$ cat src/rtl/udp_rx_demux.sv
// ---------------------------------------------------------------------------
// udp_rx_demux
// UDP receive stage. Parses and strips the 8-byte UDP header from the IP
// payload byte stream and steers the datagram payload to one of NUM_CH
// application channels selected by destination port. tlast is regenerated
// from the UDP length field, so trailing Ethernet padding is discarded.
// Short, malformed and unmatched datagrams are dropped and counted.
//
// Ports
//   clk, reset_n              clock, asynchronous active-low reset
//   udp_axis_*                input byte stream (header first), AXI-Stream
//   cfg_port_in / cfg_en_in   per-channel destination port and enable
//   udpdata_*                 payload stream; shared data/last, one-hot valid,
//                             per-channel ready
//   hdr_valid_out             pulse when a matching header completes
//   src_port_out, dest_port_out, udpdata_length_out, ch_out
//                             fields of the last matched header
//   err_short_out, err_len_out, drop_out
//                             single-cycle event pulses
//   frame_cnt_out, drop_cnt_out
//                             wrapping statistics counters
// ---------------------------------------------------------------------------
module udp_rx_demux #(
  parameter int NUM_CH = 4,
  parameter int CH_W   = 2,
  parameter int CNT_W  = 16
) (
  input  logic                 clk,
  input  logic                 reset_n,
  input  logic [7:0]           udp_axis_tdata_in,
  input  logic                 udp_axis_tvalid_in,
  input  logic                 udp_axis_tlast_in,
  output logic                 udp_axis_tready_out,
  input  logic [16*NUM_CH-1:0] cfg_port_in,
  input  logic [NUM_CH-1:0]    cfg_en_in,
  output logic [7:0]           udpdata_tdata_out,
  output logic [NUM_CH-1:0]    udpdata_tvalid_out,
  output logic                 udpdata_tlast_out,
  input  logic [NUM_CH-1:0]    udpdata_tready_in,
  output logic                 hdr_valid_out,
  output logic [15:0]          src_port_out,
  output logic [15:0]          dest_port_out,
  output logic [15:0]          udpdata_length_out,
  output logic [CH_W-1:0]      ch_out,
  output logic                 err_short_out,
  output logic                 err_len_out,
  output logic                 drop_out,
  output logic [CNT_W-1:0]     frame_cnt_out,
  output logic [CNT_W-1:0]     drop_cnt_out
);

  typedef enum logic [1:0] {S_HDR = 2'd0, S_PAYLOAD = 2'd1, S_DROP = 2'd2} state_t;

  state_t             state_q, state_d;
  logic [2:0]         hcnt_q, hcnt_d;
  logic [15:0]        hsrc_q, hsrc_d;      // header capture shadows
  logic [15:0]        hdst_q, hdst_d;
  logic [15:0]        hlen_q, hlen_d;
  logic [15:0]        rem_q, rem_d;
  logic [CH_W-1:0]    ch_q, ch_d;
  logic [15:0]        src_q, src_d;
  logic [15:0]        dst_q, dst_d;
  logic [15:0]        ulen_q, ulen_d;
  logic [7:0]         data_q, data_d;
  logic [NUM_CH-1:0]  vld_q, vld_d;
  logic               last_q, last_d;
  logic               hdr_vld_q, hdr_vld_d;
  logic               err_short_q, err_short_d;
  logic               err_len_q, err_len_d;
  logic               drop_q, drop_d;
  logic [CNT_W-1:0]   frame_cnt_q, frame_cnt_d;
  logic [CNT_W-1:0]   drop_cnt_q, drop_cnt_d;

  logic               hit;
  logic [CH_W-1:0]    hit_ch;
  logic               acc;

  // Lowest-index enabled channel whose port matches wins: scanning downward
  // lets the last assignment be the lowest index.
  always_comb begin
    hit    = 1'b0;
    hit_ch = '0;
    for (int i = NUM_CH - 1; i >= 0; i--) begin
      if (cfg_en_in[i] && (cfg_port_in[16*i +: 16] == hdst_q)) begin
        hit    = 1'b1;
        hit_ch = CH_W'(i);
      end
    end
  end

  // In payload the input may only advance when the output register is free
  // or being drained this cycle. Using the register's own valid (rather than
  // the newly selected channel) keeps a still-stalled beat from a previous
  // datagram from being overwritten.
  assign udp_axis_tready_out = (state_q != S_PAYLOAD) || !(|vld_q) ||
                               (|(vld_q & udpdata_tready_in));
  assign acc = udp_axis_tvalid_in && udp_axis_tready_out;

  always_comb begin
    state_d     = state_q;
    hcnt_d      = hcnt_q;
    hsrc_d      = hsrc_q;
    hdst_d      = hdst_q;
    hlen_d      = hlen_q;
    rem_d       = rem_q;
    ch_d        = ch_q;
    src_d       = src_q;
    dst_d       = dst_q;
    ulen_d      = ulen_q;
    data_d      = data_q;
    vld_d       = vld_q & ~udpdata_tready_in;
    last_d      = last_q;
    hdr_vld_d   = 1'b0;
    err_short_d = 1'b0;
    err_len_d   = 1'b0;
    drop_d      = 1'b0;
    frame_cnt_d = frame_cnt_q;
    drop_cnt_d  = drop_cnt_q;

    if (acc) begin
      case (state_q)
        S_HDR: begin
          if (udp_axis_tlast_in && (hcnt_q != 3'd7)) begin
            err_short_d = 1'b1;
            drop_cnt_d  = drop_cnt_q + CNT_W'(1);
            hcnt_d      = 3'd0;
          end else if (hcnt_q == 3'd7) begin
            hcnt_d = 3'd0;
            if (hlen_q < 16'd8) begin
              err_len_d  = 1'b1;
              drop_cnt_d = drop_cnt_q + CNT_W'(1);
            end else if (!hit) begin
              drop_d     = 1'b1;
              drop_cnt_d = drop_cnt_q + CNT_W'(1);
            end else begin
              hdr_vld_d   = 1'b1;
              ch_d        = hit_ch;
              src_d       = hsrc_q;
              dst_d       = hdst_q;
              ulen_d      = hlen_q - 16'd8;
              rem_d       = hlen_q - 16'd8;
              frame_cnt_d = frame_cnt_q + CNT_W'(1);
            end
            // A hit implies len >= 8, so len > 8 means payload remains.
            if (udp_axis_tlast_in)
              state_d = S_HDR;
            else if (hit && (hlen_q > 16'd8) && !(hlen_q < 16'd8))
              state_d = S_PAYLOAD;
            else
              state_d = S_DROP;
          end else begin
            hcnt_d = hcnt_q + 3'd1;
            case (hcnt_q)
              3'd0, 3'd1: hsrc_d = {hsrc_q[7:0], udp_axis_tdata_in};
              3'd2, 3'd3: hdst_d = {hdst_q[7:0], udp_axis_tdata_in};
              3'd4, 3'd5: hlen_d = {hlen_q[7:0], udp_axis_tdata_in};
              default: ;  // checksum bytes are ignored
            endcase
          end
        end

        S_PAYLOAD: begin
          data_d = udp_axis_tdata_in;
          vld_d  = NUM_CH'(1) << ch_q;
          last_d = (rem_q == 16'd1) || udp_axis_tlast_in;
          rem_d  = rem_q - 16'd1;
          if (rem_q == 16'd1) begin
            state_d = udp_axis_tlast_in ? S_HDR : S_DROP;
          end else if (udp_axis_tlast_in) begin
            state_d     = S_HDR;
            err_short_d = 1'b1;
          end
        end

        default: begin
          if (udp_axis_tlast_in)
            state_d = S_HDR;
        end
      endcase
    end
  end

  always_ff @(posedge clk or negedge reset_n) begin
    if (!reset_n) begin
      state_q     <= S_HDR;
      hcnt_q      <= '0;
      hsrc_q      <= '0;
      hdst_q      <= '0;
      hlen_q      <= '0;
      rem_q       <= '0;
      ch_q        <= '0;
      src_q       <= '0;
      dst_q       <= '0;
      ulen_q      <= '0;
      data_q      <= '0;
      vld_q       <= '0;
      last_q      <= 1'b0;
      hdr_vld_q   <= 1'b0;
      err_short_q <= 1'b0;
      err_len_q   <= 1'b0;
      drop_q      <= 1'b0;
      frame_cnt_q <= '0;
      drop_cnt_q  <= '0;
    end else begin
      state_q     <= state_d;
      hcnt_q      <= hcnt_d;
      hsrc_q      <= hsrc_d;
      hdst_q      <= hdst_d;
      hlen_q      <= hlen_d;
      rem_q       <= rem_d;
      ch_q        <= ch_d;
      src_q       <= src_d;
      dst_q       <= dst_d;
      ulen_q      <= ulen_d;
      data_q      <= data_d;
      vld_q       <= vld_d;
      last_q      <= last_d;
      hdr_vld_q   <= hdr_vld_d;
      err_short_q <= err_short_d;
      err_len_q   <= err_len_d;
      drop_q      <= drop_d;
      frame_cnt_q <= frame_cnt_d;
      drop_cnt_q  <= drop_cnt_d;
    end
  end

  assign udpdata_tdata_out  = data_q;
  assign udpdata_tvalid_out = vld_q;
  assign udpdata_tlast_out  = last_q;
  assign hdr_valid_out      = hdr_vld_q;
  assign src_port_out       = src_q;
  assign dest_port_out      = dst_q;
  assign udpdata_length_out = ulen_q;
  assign ch_out             = ch_q;
  assign err_short_out      = err_short_q;
  assign err_len_out        = err_len_q;
  assign drop_out           = drop_q;
  assign frame_cnt_out      = frame_cnt_q;
  assign drop_cnt_out       = drop_cnt_q;

endmodule
$ cat config.mk
export PLATFORM = sky130hd
export DESIGN_NAME = udp_rx_demux
export DESIGN_NICKNAME = d
export VERILOG_FILES = /design/src/rtl/udp_rx_demux.sv
export SDC_FILE = /design/constraint.sdc
export NUM_CORES = 1
export LEC_CHECK = 0
export CORE_ASPECT_RATIO = 0.5
export CORE_MARGIN = 8
export CORE_UTILIZATION = 47
export DETAILED_ROUTE_END_ITERATION = 8
export PLACE_DENSITY = 0.74
export SYNTH_ARGS = -nofsm -noshare
export SYNTH_HDL_FRONTEND = slang
export SYNTH_SLANG_ARGS = --single-unit
$ cat constraint.sdc
create_clock -name clk -period 2.45 [get_ports clk]
set_input_delay 0.3675 -clock clk [delete_from_list [all_inputs] [get_ports clk]]
set_output_delay 0.3675 -clock clk [all_outputs]
set_load 0.05 [all_outputs]
==> results of run 1 <==
## logic make-up (layout without fill, tap and decap cells)
group,after synthesis,after routing,synth area share
fa+ha+maj,11,11,0.01603
xor+xnor,105,105,0.1071
buf+inv,66,367,0.03496
compound gates,83,83,0.06701
other cells,0,1,0
mux,92,92,0.1200
flops,168,168,0.4895
simple gates,269,270,0.1654
## flip-flops by register name (all words and copies together), names as in the netlist, 2 cells and up
| signal | count |
|---|---|
| ch_out | 2 |
| dest_port_out | 16 |
| drop_cnt_out | 16 |
| frame_cnt_out | 16 |
| hcnt_q | 3 |
| hdst_q | 16 |
| hlen_q | 16 |
| hsrc_q | 16 |
| rem_q | 16 |
| src_port_out | 16 |
| state_q | 2 |
| udpdata_length_out | 16 |
| udpdata_tdata_out | 8 |
| udpdata_tvalid_out | 4 |
## final cells by class
cell class / count / area share
diodes: 1 / 0.0001924
clock buffers: 19 / 0.03406
clock inverters: 13 / 0.009140
inverters: 23 / 0.006638
multi-input cells: 561 / 0.3642
flip-flops and latches: 168 / 0.3245
well taps: 240 / 0.02309
repair buffers: 312 / 0.2382
## worst max-delay path, cell delays in order, from the launching register on
cell and delay [ns]:
dfrtp_2 0.46, xnor2_1 0.22, or4b_4 0.50, or4_4 0.52, a311oi_4 0.31, buf_6 0.17, nor2_4 0.07, buf_6 0.14
a221oi_2 0.23
## cells in the mapped netlist (8+ instances only)
cell      count
a21oi_1      18
and3_1       16
buf_2        18
clkbuf_1     18
dfrtp_1     168
ha_1         11
inv_1        23
mux2_2       88
nand2_1      59
nand3_1      32
nand4_1      33
nor2_1       35
nor3_1       28
nor3b_1       8
o21ai_0      23
or2_2        11
or3_1         8
xnor2_1      72
xor2_1       33
## stage by stage
stage	cells	util	hold WS [ns]	setup TNS (ns)
6_report	1337	0.7173	0.4682	-8.427
5_1_grt	1337	0.7173	0.4850	-13.17
4_1_cts	1319	0.6796	0.4674	-3.354
3_5_place_dp	1276	0.6279	0.3930	-31.21
3_3_place_gp	1276	0.6279	0.3859	-31.10
2_1_floorplan	794	-	0.07191	-0.3822
## power by group
part / switching (uW) / internal, uW
Clock: 1160 / 1430
Combinational: 1980 / 1970
Sequential: 490 / 3220
## path summary, 6_finish.rpt
| check | start | to | depth (start not counted) |
|---|---|---|---|
| max in group asynchronous | reset_n | rem_q[9] | 3 |
| min in group clk | drop_cnt_out[15] | drop_cnt_out[15] | 1 |
| worst max-delay path | hdst_q[13] | rem_q[3] | 8 |
| worst max register to register | hdst_q[13] | rem_q[3] | 8 |
| worst min-delay path | reset_n | dest_port_out[8] | 2 |
| worst min register to register | drop_cnt_out[15] | drop_cnt_out[15] | 1 |
## metal layers
layer,global-route usage,up-vias
met5,0,-
met4,0.07295,0
met3,0.05076,47
met2,0.3728,219
met1,0.2892,3761
li1,-,3400
## repair_timing
action	in CTS	in global routing
endpoints found under the setup margin	93	132
gates resized for setup	60	79
buffers inserted	9	8
hold endpoints to repair	58	0
cloned	2	11
hold buffers	1	0
pin swaps	28	30
==> key figures, run 1 <==
Placement
  – HPWL after DPL: 19570 um
  – Worst slack, placed: -0.7935 ns
  – Area after DPL: 11380 sq um
  – Global placement routability congestion: 0.9085
  – Port Buf Inserts: 183

Clock tree
  – CTS tree: yes
  – Max H-tree Level: 4
  – Clk slew on worst S/H paths: 0.07 ns
  – Maximum clock path buffer count: 2
  – Clock latency on the worst-skew pair: 0.43 ns
  – Cts bufs inserted: 17
  – CTS sink cnt: 168
  – Clk root buf: clkbuf_16

Power and ir drop
  – Power Density: 788.3 nW/um^2
  – Power Total: 10250 uW
  – Maximum vdd drop: 0.6070 mV
  – Pleak: 0.005741 uW

Final layout
  – Layout area overhead: 51.43%
  – Commonest non-fill, non-tap cells in the layout: clkdlybuf4s50_1 (181), dfrtp_1 (155), buf_4 (93)
  – Final nets: 1178
  – Final Cell Area: 13010 sq um
  – Register Area: 4220 sq um
  – Filler Cell Count: 1290
  – Multi-input logic area: 4736 sq um
  – Share of cells above drive strength 1: 0.3266
  – Commonest non-fill, non-tap cell in the layout: clkdlybuf4s50_1

Global routing
  – First-pass GRT wire length: 41610 um
  – Largest net degree at the start of global routing: 61
  – Gr ovfl total: 0
  – Initial antenna violation count: 1
  – Tot GR Track Use: 0.2246
  – Number of global-route vias before repair: 7487

Logic synthesis
  – Synth Instances: 794
  – Ys Warns: 0
  – Post-synth ARST share: 1.000
  – Yosys top cell area share: 0.4895
  – Dominant cell type by area after synthesis: dfrtp_1
  – Area contributors post-synth: dfrtp_1 (49%), mux2_2 (12%), xnor2_1 (7.3%), xor2_1 (3.4%), nand2_1 (2.6%)
  – Syn_nets: 889
  – Syn_area_per_cell: 10.82 sq um
  – Yosys reg bits: 168
  – Distinct cell type count after synthesis: 56
  – Number of flops mapped to enable cells by yosys: 0
  – Synth Cell Area: 8588 sq um
  – Ys flop type: dfrtp_1
  – Seq/Total Area, Yosys: 0.4895

Floorplan
  – Core Rows: 35
  – Core ar.: 18130 sq um
  – I/O Pins: 184
  – Initial Util: 0.4737
  – DIE AREA: 23120 sq um
  – Die height: 111.6 um
  – Die X: 207.2 um

Status
  – Failing checks: setup timing
  – Status: finished, violations left

Drt
  – DRC viols: 0
  – Via density: 5.555
  – Routed vias: 7427
  – Final ANT Viol Nets: 0
  – Mean routed wirelength per cell: 20.92 um
  – Uppermost layer routed: met4
  – DR WL met2: 13740 um
  – Met3 WL: 1445 um
  – Wl on met1: 12130 um
  – Initial DRC count: 618
  – Routed WL: 27970 um
  – First-pass DRT Iterations: 4

Hold path
  – Worst Hold Class: input port to asynchronous set/reset pin

Timing
  – Min Tclk post-route: 2.728 ns
  – Final worst setup slack: -0.2777 ns
  – Worst-Margin Slew: 0.9513 ns
  – Fmax: 0.3666 GHz
  – Fin crit share: 1.113
  – RSZ-0062 raised after global routing: true
  – Clock Skews: 0.01310 ns
  – Max-slew headroom: 0.3591
  – Slew Limit Fails: 0
  – Endpoints failing setup: 88
  – Endpoints failing hold: 0

Worst setup path
  – CP Class: flop to flop
  – Worst Path Max Fanout: 6
  – Worst Path Required: 2.78 ns
  – Worst setup SP type: flop
  – Critical path arrival: 3.06 ns
  – Worst setup EP type: flop
  – R2R Setup Slk: -0.28 ns

Flow run
  – Total of max-cap violations: 0
Note: power is estimated with default switching activity, not from simulation.
==> run 2: changes to the inputs <==
clock period = 2.2 ns   (was 2.45 ns; I/O delays follow)
==> run 2 against run 1 <==
Effect of this change:
- the flow still finishes with violations (setup timing)
- design area rose by 3.2%
- largest cell class unchanged
- critical path type unchanged
- sequential share of layout area fell by 1.0 points
- power increased by 16%
- critical endpoint is now rem_q[10]
- via count grew 2.9%
- fmax rose by 0.57%
- utilization grew 2.3 points
- critical path depth rose by 1
- combinational power increased by 13%
- cell count grew 1.9%
- register-to-register slack got worse by 0.23 ns
==> key figures, run 2 (synthesis gave the netlist of run 1 again) <==
Timing
  – Clock Skews: 0.01210 ns (was 0.01310 ns)
  – Final worst setup slack: -0.5122 ns (was -0.2777 ns)
  – Fmax: 0.3687 GHz (was 0.3666 GHz)
  – Endpoints failing setup: 101 (was 88)
  – Endpoints failing hold: 0 (unchanged)
  – RSZ-0062 raised after global routing: true (unchanged)
  – Slew Limit Fails: 0 (unchanged)
  – Max-slew headroom: 0.4273 (was 0.3591)
  – Fin crit share: 1.233 (was 1.113)
  – Min Tclk post-route: 2.712 ns (was 2.728 ns)
  – Worst-Margin Slew: 0.8501 ns (was 0.9513 ns)
  – Setup tns final: -40.73 ns (was -8.427 ns)

Status
  – Failing checks: setup timing (unchanged)
  – Status: finished, violations left (unchanged)

Power and ir drop
  – Pleak: 0.005980 uW (was 0.005741 uW)
  – Power Density: 884.9 nW/um^2 (was 788.3 nW/um^2)
  – Maximum vdd drop: 0.6408 mV (was 0.6070 mV)

Clock tree
  – Clock latency on the worst-skew pair: 0.43 ns (about the same)
  – Clk root buf: clkbuf_16 (unchanged)
  – Cts bufs inserted: 17 (unchanged)
  – Max H-tree Level: 4 (unchanged)
  – CTS tree: yes (unchanged)
  – Clk slew on worst S/H paths: 0.07 ns (about the same)
  – Maximum clock path buffer count: 2 (unchanged)
  – CTS sink cnt: 168 (unchanged)

Final layout
  – Post-route insts no fill: 1363 (was 1337)
  – Share of cells above drive strength 1: 0.3491 (was 0.3266)
  – Final nets: 1205 (was 1178)
  – Layout area overhead: 56.31% (was 51.43%)
  – Commonest non-fill, non-tap cell in the layout: clkdlybuf4s50_1 (unchanged)
  – Filler Cell Count: 1235 (was 1290)
  – Commonest non-fill, non-tap cells in the layout: clkdlybuf4s50_1 (181), dfrtp_1 (158), buf_4 (109) (was clkdlybuf4s50_1 (181), dfrtp_1 (155), buf_4 (93))
  – Fin util: 0.7404 (was 0.7173)
  – ANT cells: 0 (was 1)

Drt
  – Routed WL: 29410 um (was 27970 um)
  – Routed vias: 7639 (was 7427)
  – DRC viols: 0 (unchanged)
  – Mean routed wirelength per cell: 21.58 um (was 20.92 um)
  – First-pass DRT Iterations: 5 (was 4)
  – Final ANT Viol Nets: 0 (unchanged)
  – Via density: 5.605 (was 5.555)
  – Initial DRC count: 541 (was 618)

Placement
  – Inst Count DP: 1298 (was 1276)
  – Global placement routability congestion: 0.9012 (was 0.9085)
  – HPWL after DPL: 20340 um (was 19570 um)
  – Port Buf Inserts: 183 (unchanged)

Worst setup path
  – Worst Path Max Fanout: 5 (was 6)
  – Critical path arrival: 3.01 ns (was 3.06 ns)
  – Bufs and invs on worst path: 3 (was 2)
  – Worst setup EP type: flop (unchanged)
  – CP peak stage delay: 0.55 ns (was 0.52 ns)
  – CP Class: flop to flop (unchanged)
  – CP cell instances: xor2_2 > or4b_4 > or4_4 > a311oi_4 > buf_6 > buf_6 > buf_4 > a31o_4 > a21oi_2 (was xnor2_1 > or4b_4 > or4_4 > a311oi_4 > buf_6 > nor2_4 > buf_6 > a221oi_2)
  – Worst setup SP type: flop (unchanged)
  – Crit path max-delay family: simple AND/OR/NAND/NOR gates (unchanged)
  – Worst Path Required: 2.50 ns (was 2.78 ns)
  – Cell mode on critical path: buf_6 (unchanged)
  – Slowest-stage cell, CP: or4b_4 (was or4_4)

Floorplan
  – DIE AREA: 23120 sq um (unchanged)
  – I/O Pins: 184 (unchanged)
  – Die height: 111.6 um (unchanged)
  – Die X: 207.2 um (unchanged)
  – Initial Util: 0.4737 (unchanged)
  – Core Rows: 35 (unchanged)
  – Core ar.: 18130 sq um (unchanged)

Hold path
  – Worst Hold Class: input port to asynchronous set/reset pin (unchanged)

Flow run
  – Total of max-cap violations: 0 (unchanged)

Global routing
  – Largest net degree at the start of global routing: 50 (was 61)
  – Gr ovfl total: 0 (unchanged)
  – Tot GR Track Use: 0.2498 (was 0.2246)
  – Number of global-route vias before repair: 8030 (was 7487)
  – First-pass GRT wire length: 46400 um (was 41610 um)
  – Initial antenna violation count: 0 (was 1)
-- run 2: changes by cell type in the layout (fill, tap and decap cells not counted), sizes merged, moves of 2 or more --
cell,previous run,this run
clkbuf,25,17
bufinv,1,4
inv,27,29
buf,124,158
clkinvlp,4,0
-- run 2: timing repair --
action | 4_1_cts | 5_1_grt
hold endpoints to repair | 44 | 0
cloned | 8 | 0
setup endpoints to repair | 102 | 145
pin swaps | 50 | 35
hold buffers | 1 | 0
buffers inserted | 22 | 9
resized for setup | 112 | 65
-- run 2: worst register-to-register path: cells and delay by family, from the launching register on --
| family | cells | cell delay (ns) |
|---|---|---|
| AOI/OAI and AO/OA | 3 | 0.45 |
| xor gates and xnor gates | 1 | 0.18 |
| buffers and inverters | 3 | 0.42 |
| DFF | 1 | 0.47 |
| and+or+nand+nor | 2 | 1.07 |
-- run 2: worst paths after layout --
| path | start | endpoint | slack (ns) | cells past startpoint |
|---|---|---|---|---|
| worst max register to register | hdst_q[3] | rem_q[10] | -0.51 | 9 |
| worst min register to register | drop_cnt_out[15] | drop_cnt_out[15] | 0.47 | 1 |
| min in group clk | drop_cnt_out[15] | drop_cnt_out[15] | 0.47 | 1 |
| worst min-delay path | reset_n | hdst_q[12] | 0.41 | 2 |
| worst max-delay path | hdst_q[3] | rem_q[10] | -0.51 | 9 |
| max in group asynchronous | reset_n | rem_q[0] | 1.09 | 3 |
-- run 2: cell type report --
class	count	area (sq um)	share of cell area
Multi-Input combinational cell	560	4798	0.3574
Timing Repair Buffer	340	3383	0.2520
Clock buffer	17	425.4	0.03169
Inverter	23	86.33	0.006431
Sequential cell	168	4217	0.3141
Tap cell	240	300.3	0.02237
Clock inverter	15	214.0	0.01594
-- run 2: power by group --
group | switching (uW) | internal, uW
registers | 547 | 3580
clock network | 1360 | 1940
logic | 2250 | 2200
-- run 2: metrics by stage --
stage / hold WS [ns] / cell area [sq um] / total power (uW) / setup WS [ns]
global placement: 0.3166 / 11630 / 7992 / -0.9659
detailed placement: 0.3250 / 11630 / 8104 / -1.023
global route: 0.4605 / 13420 / 12400 / -0.6071
floorplan: 0.03441 / 8837 / 6307 / -0.3359
finish: 0.4136 / 13420 / 11880 / -0.5122
CTS: 0.4471 / 13110 / 11650 / -0.4725
-- run 2: routing by layer --
layer / wire, um / GRT usage
met2: 14540 / 0.4151
met1: 12940 / 0.3298
met3: 1278 / 0.04627
met5: 0 / 0
met4: 656 / 0.07485
==> run 3: changes to the inputs <==
--- a/constraint.sdc
+++ b/constraint.sdc
@@ -3,2 +3,2 @@
 set_output_delay 0.33 -clock clk [all_outputs]
-set_load 0.05 [all_outputs]
+set_load 0.1 [all_outputs]
==> run 3 against run 2 <==
Effect of this change:
- the flow still finishes with violations (setup timing)
- register-to-register slack improved by 0.02 ns
- global-route usage fell by 1.1 points
- non-clock buffer count rose by 6
- via count fell by 0.56%
- wire length fell by 1.7%
- clock skew rose by 0.0013 ns
- sequential share of layout area rose by 0.23 points
- utilization fell by 0.27 points
- first-iteration DRC count fell by 6.8%
- sequential power barely moved
- largest cell class unchanged
==> key figures, run 3 (synthesis gave the netlist of run 1 again) <==
Status
  – Status: finished, violations left (unchanged)
  – Failing checks: setup timing (unchanged)

Final layout
  – Commonest non-fill, non-tap cell in the layout: buf_4 (was clkdlybuf4s50_1)
  – Commonest non-fill, non-tap cells in the layout: buf_4 (209), dfrtp_1 (148), clkdlybuf4s50_1 (82) (was clkdlybuf4s50_1 (181), dfrtp_1 (158), buf_4 (109))
  – Filler Cell Count: 1240 (was 1235)
  – Final Cell Area: 13380 sq um (was 13420 sq um)
  – Layout area overhead: 55.74% (was 56.31%)
  – Final nets: 1212 (was 1205)
  – Fin util: 0.7378 (was 0.7404)
  – ANT cells: 0 (unchanged)
  – Share of cells above drive strength 1: 0.4602 (was 0.3491)

Power and ir drop
  – Power Density: 903.8 nW/um^2 (was 884.9 nW/um^2)
  – Power Total: 12090 uW (was 11880 uW)
  – Pleak: 0.006223 uW (was 0.005980 uW)
  – Maximum vdd drop: 0.6595 mV (was 0.6408 mV)

Drt
  – Routed WL: 28910 um (was 29410 um)
  – Mean routed wirelength per cell: 21.10 um (was 21.58 um)
  – First-pass DRT Iterations: 5 (unchanged)
  – Final ANT Viol Nets: 0 (unchanged)
  – Routed vias: 7596 (was 7639)
  – DRC viols: 0 (unchanged)
  – Initial DRC count: 504 (was 541)
  – Via density: 5.545 (was 5.605)

Global routing
  – Number of global-route vias before repair: 7739 (was 8030)
  – Tot GR Track Use: 0.2383 (was 0.2498)
  – First-pass GRT wire length: 44170 um (was 46400 um)
  – Largest net degree at the start of global routing: 55 (was 50)
  – Initial antenna violation count: 0 (unchanged)
  – Gr ovfl total: 0 (unchanged)

Timing
  – Hold slack: 0.4033 ns (was 0.4136 ns)
  – Fmax: 0.3718 GHz (was 0.3687 GHz)
  – Clock Skews: 0.01341 ns (was 0.01210 ns)
  – Max-slew headroom: 0.4362 (was 0.4273)
  – Slew Limit Fails: 0 (unchanged)
  – RSZ-0062 raised after global routing: true (unchanged)
  – Final worst setup slack: -0.4895 ns (was -0.5122 ns)
  – Endpoints failing setup: 101 (unchanged)
  – Fin crit share: 1.223 (was 1.233)
  – Worst-Margin Slew: 0.8369 ns (was 0.8501 ns)
  – Min Tclk post-route: 2.690 ns (was 2.712 ns)
  – Endpoints failing hold: 0 (unchanged)

Worst setup path
  – CP cell instances: xor2_1 > or4b_1 > or4_4 > a311oi_4 > buf_6 > nor2_4 > buf_6 > a221oi_2 (was xor2_2 > or4b_4 > or4_4 > a311oi_4 > buf_6 > buf_6 > buf_4 > a31o_4 > a21oi_2)
  – Worst Path Max Fanout: 5 (unchanged)
  – Worst Path Required: 2.52 ns (was 2.50 ns)
  – CP peak stage delay: 0.55 ns (about the same)
  – Crit path max-delay family: simple AND/OR/NAND/NOR gates (unchanged)
  – Slowest-stage cell, CP: or4b_1 (was or4b_4)
  – Worst setup EP type: flop (unchanged)
  – CP Class: flop to flop (unchanged)
  – Critical path arrival: 3.01 ns (about the same)
  – Bufs and invs on worst path: 2 (was 3)
  – Worst setup SP type: flop (unchanged)
  – Cell mode on critical path: buf_6 (unchanged)

Clock tree
  – CTS sink cnt: 168 (unchanged)
  – Clock latency on the worst-skew pair: 0.43 ns (about the same)
  – Cts bufs inserted: 17 (unchanged)
  – Clk root buf: clkbuf_16 (unchanged)
  – CTS tree: yes (unchanged)
  – Maximum clock path buffer count: 2 (unchanged)
  – Max H-tree Level: 4 (unchanged)
  – Clk slew on worst S/H paths: 0.07 ns (about the same)

Placement
  – HPWL after DPL: 20190 um (was 20340 um)
  – Area after DPL: 11430 sq um (was 11630 sq um)
  – Worst slack, placed: -0.8674 ns (was -1.023 ns)
  – Port Buf Inserts: 183 (unchanged)
  – Global placement routability congestion: 0.9108 (was 0.9012)

Floorplan
  – Die X: 207.2 um (unchanged)
  – Core ar.: 18130 sq um (unchanged)
  – DIE AREA: 23120 sq um (unchanged)
  – I/O Pins: 184 (unchanged)
  – Die height: 111.6 um (unchanged)
  – Core Rows: 35 (unchanged)
  – Initial Util: 0.4737 (unchanged)

Flow run
  – Total of max-cap violations: 0 (unchanged)

Hold path
  – Worst Hold Class: input port to asynchronous set/reset pin (unchanged)
[run 3: cell count changes in the layout (fill, tap and decap cells not counted), moves of 3 or more]
cell             change
dfrtp_2              +9
buf_16               -3
xnor2_2              +7
buf_4              +100
dfrtp_1             -10
nor3_2               +3
clkdlybuf4s50_1     -99
buf_6                +4
xnor2_1              -9
nor3_1               -4
inv_6                +3
clkinv_4             -3
[run 3: worst register-to-register path, stage by stage (launching register included)]
cell and delay (ns):
dfrtp_2 0.46, xor2_1 0.17, or4b_1 0.55, or4_4 0.52, a311oi_4 0.31, buf_6 0.16, nor2_4 0.06, buf_6 0.12
a221oi_2 0.25
[run 3: repair_timing]
action | CTS | global route
gates resized for setup | 123 | 90
buffers inserted | 21 | 20
hold endpoints to repair | 40 | 0
hold buffers | 1 | 0
gates cloned | 7 | 3
setup endpoints to repair | 114 | 145
pin swaps | 54 | 45
[run 3: per-stage QoR]
step / cells / TNS, ns
floorplan: 794 / -22.88
global placement: 1299 / -59.76
detailed placement: 1299 / -67.92
CTS: 1358 / -30.32
global route: 1370 / -37.15
finish: 1370 / -30.36
[run 3: per-layer routing]
layer / wire length [um] / GRT usage
met5: 0 / 0
met1: 12590 / 0.3148
met3: 1399 / 0.04403
met4: 699 / 0.07153
met2: 14210 / 0.3963
[run 3: worst paths after layout]
path	start	endpoint	slack, ns	depth (start not counted)
max	hdst_q[4]	rem_q[2]	-0.49	8
min in group clk	frame_cnt_out[15]	frame_cnt_out[15]	0.47	1
max reg2reg	hdst_q[4]	rem_q[2]	-0.49	8
min reg2reg	frame_cnt_out[15]	frame_cnt_out[15]	0.47	1
max in group asynchronous	reset_n	hdst_q[0]	1.11	3
min	reset_n	hdst_q[8]	0.40	2
[run 3: final cells by class]
class | instances | area [sq um] | share of cell area
clock buffers | 17 | 425.4 | 0.03181
multi-input cells | 561 | 4966 | 0.3713
clock inverters | 15 | 180.2 | 0.01347
inverters | 23 | 86.33 | 0.006455
flip-flops and latches | 168 | 4232 | 0.3164
well taps | 240 | 300.3 | 0.02245
repair buffers | 346 | 3186 | 0.2382
[run 3: power by group]
group	internal, uW	leakage (uW)	switching, uW	total (uW)
sequential	3590	0.00216	559	4150
combinational	2280	0.00377	2540	4810
clock	1720	0.000293	1400	3120
total	7590	0.00622	4500	12100
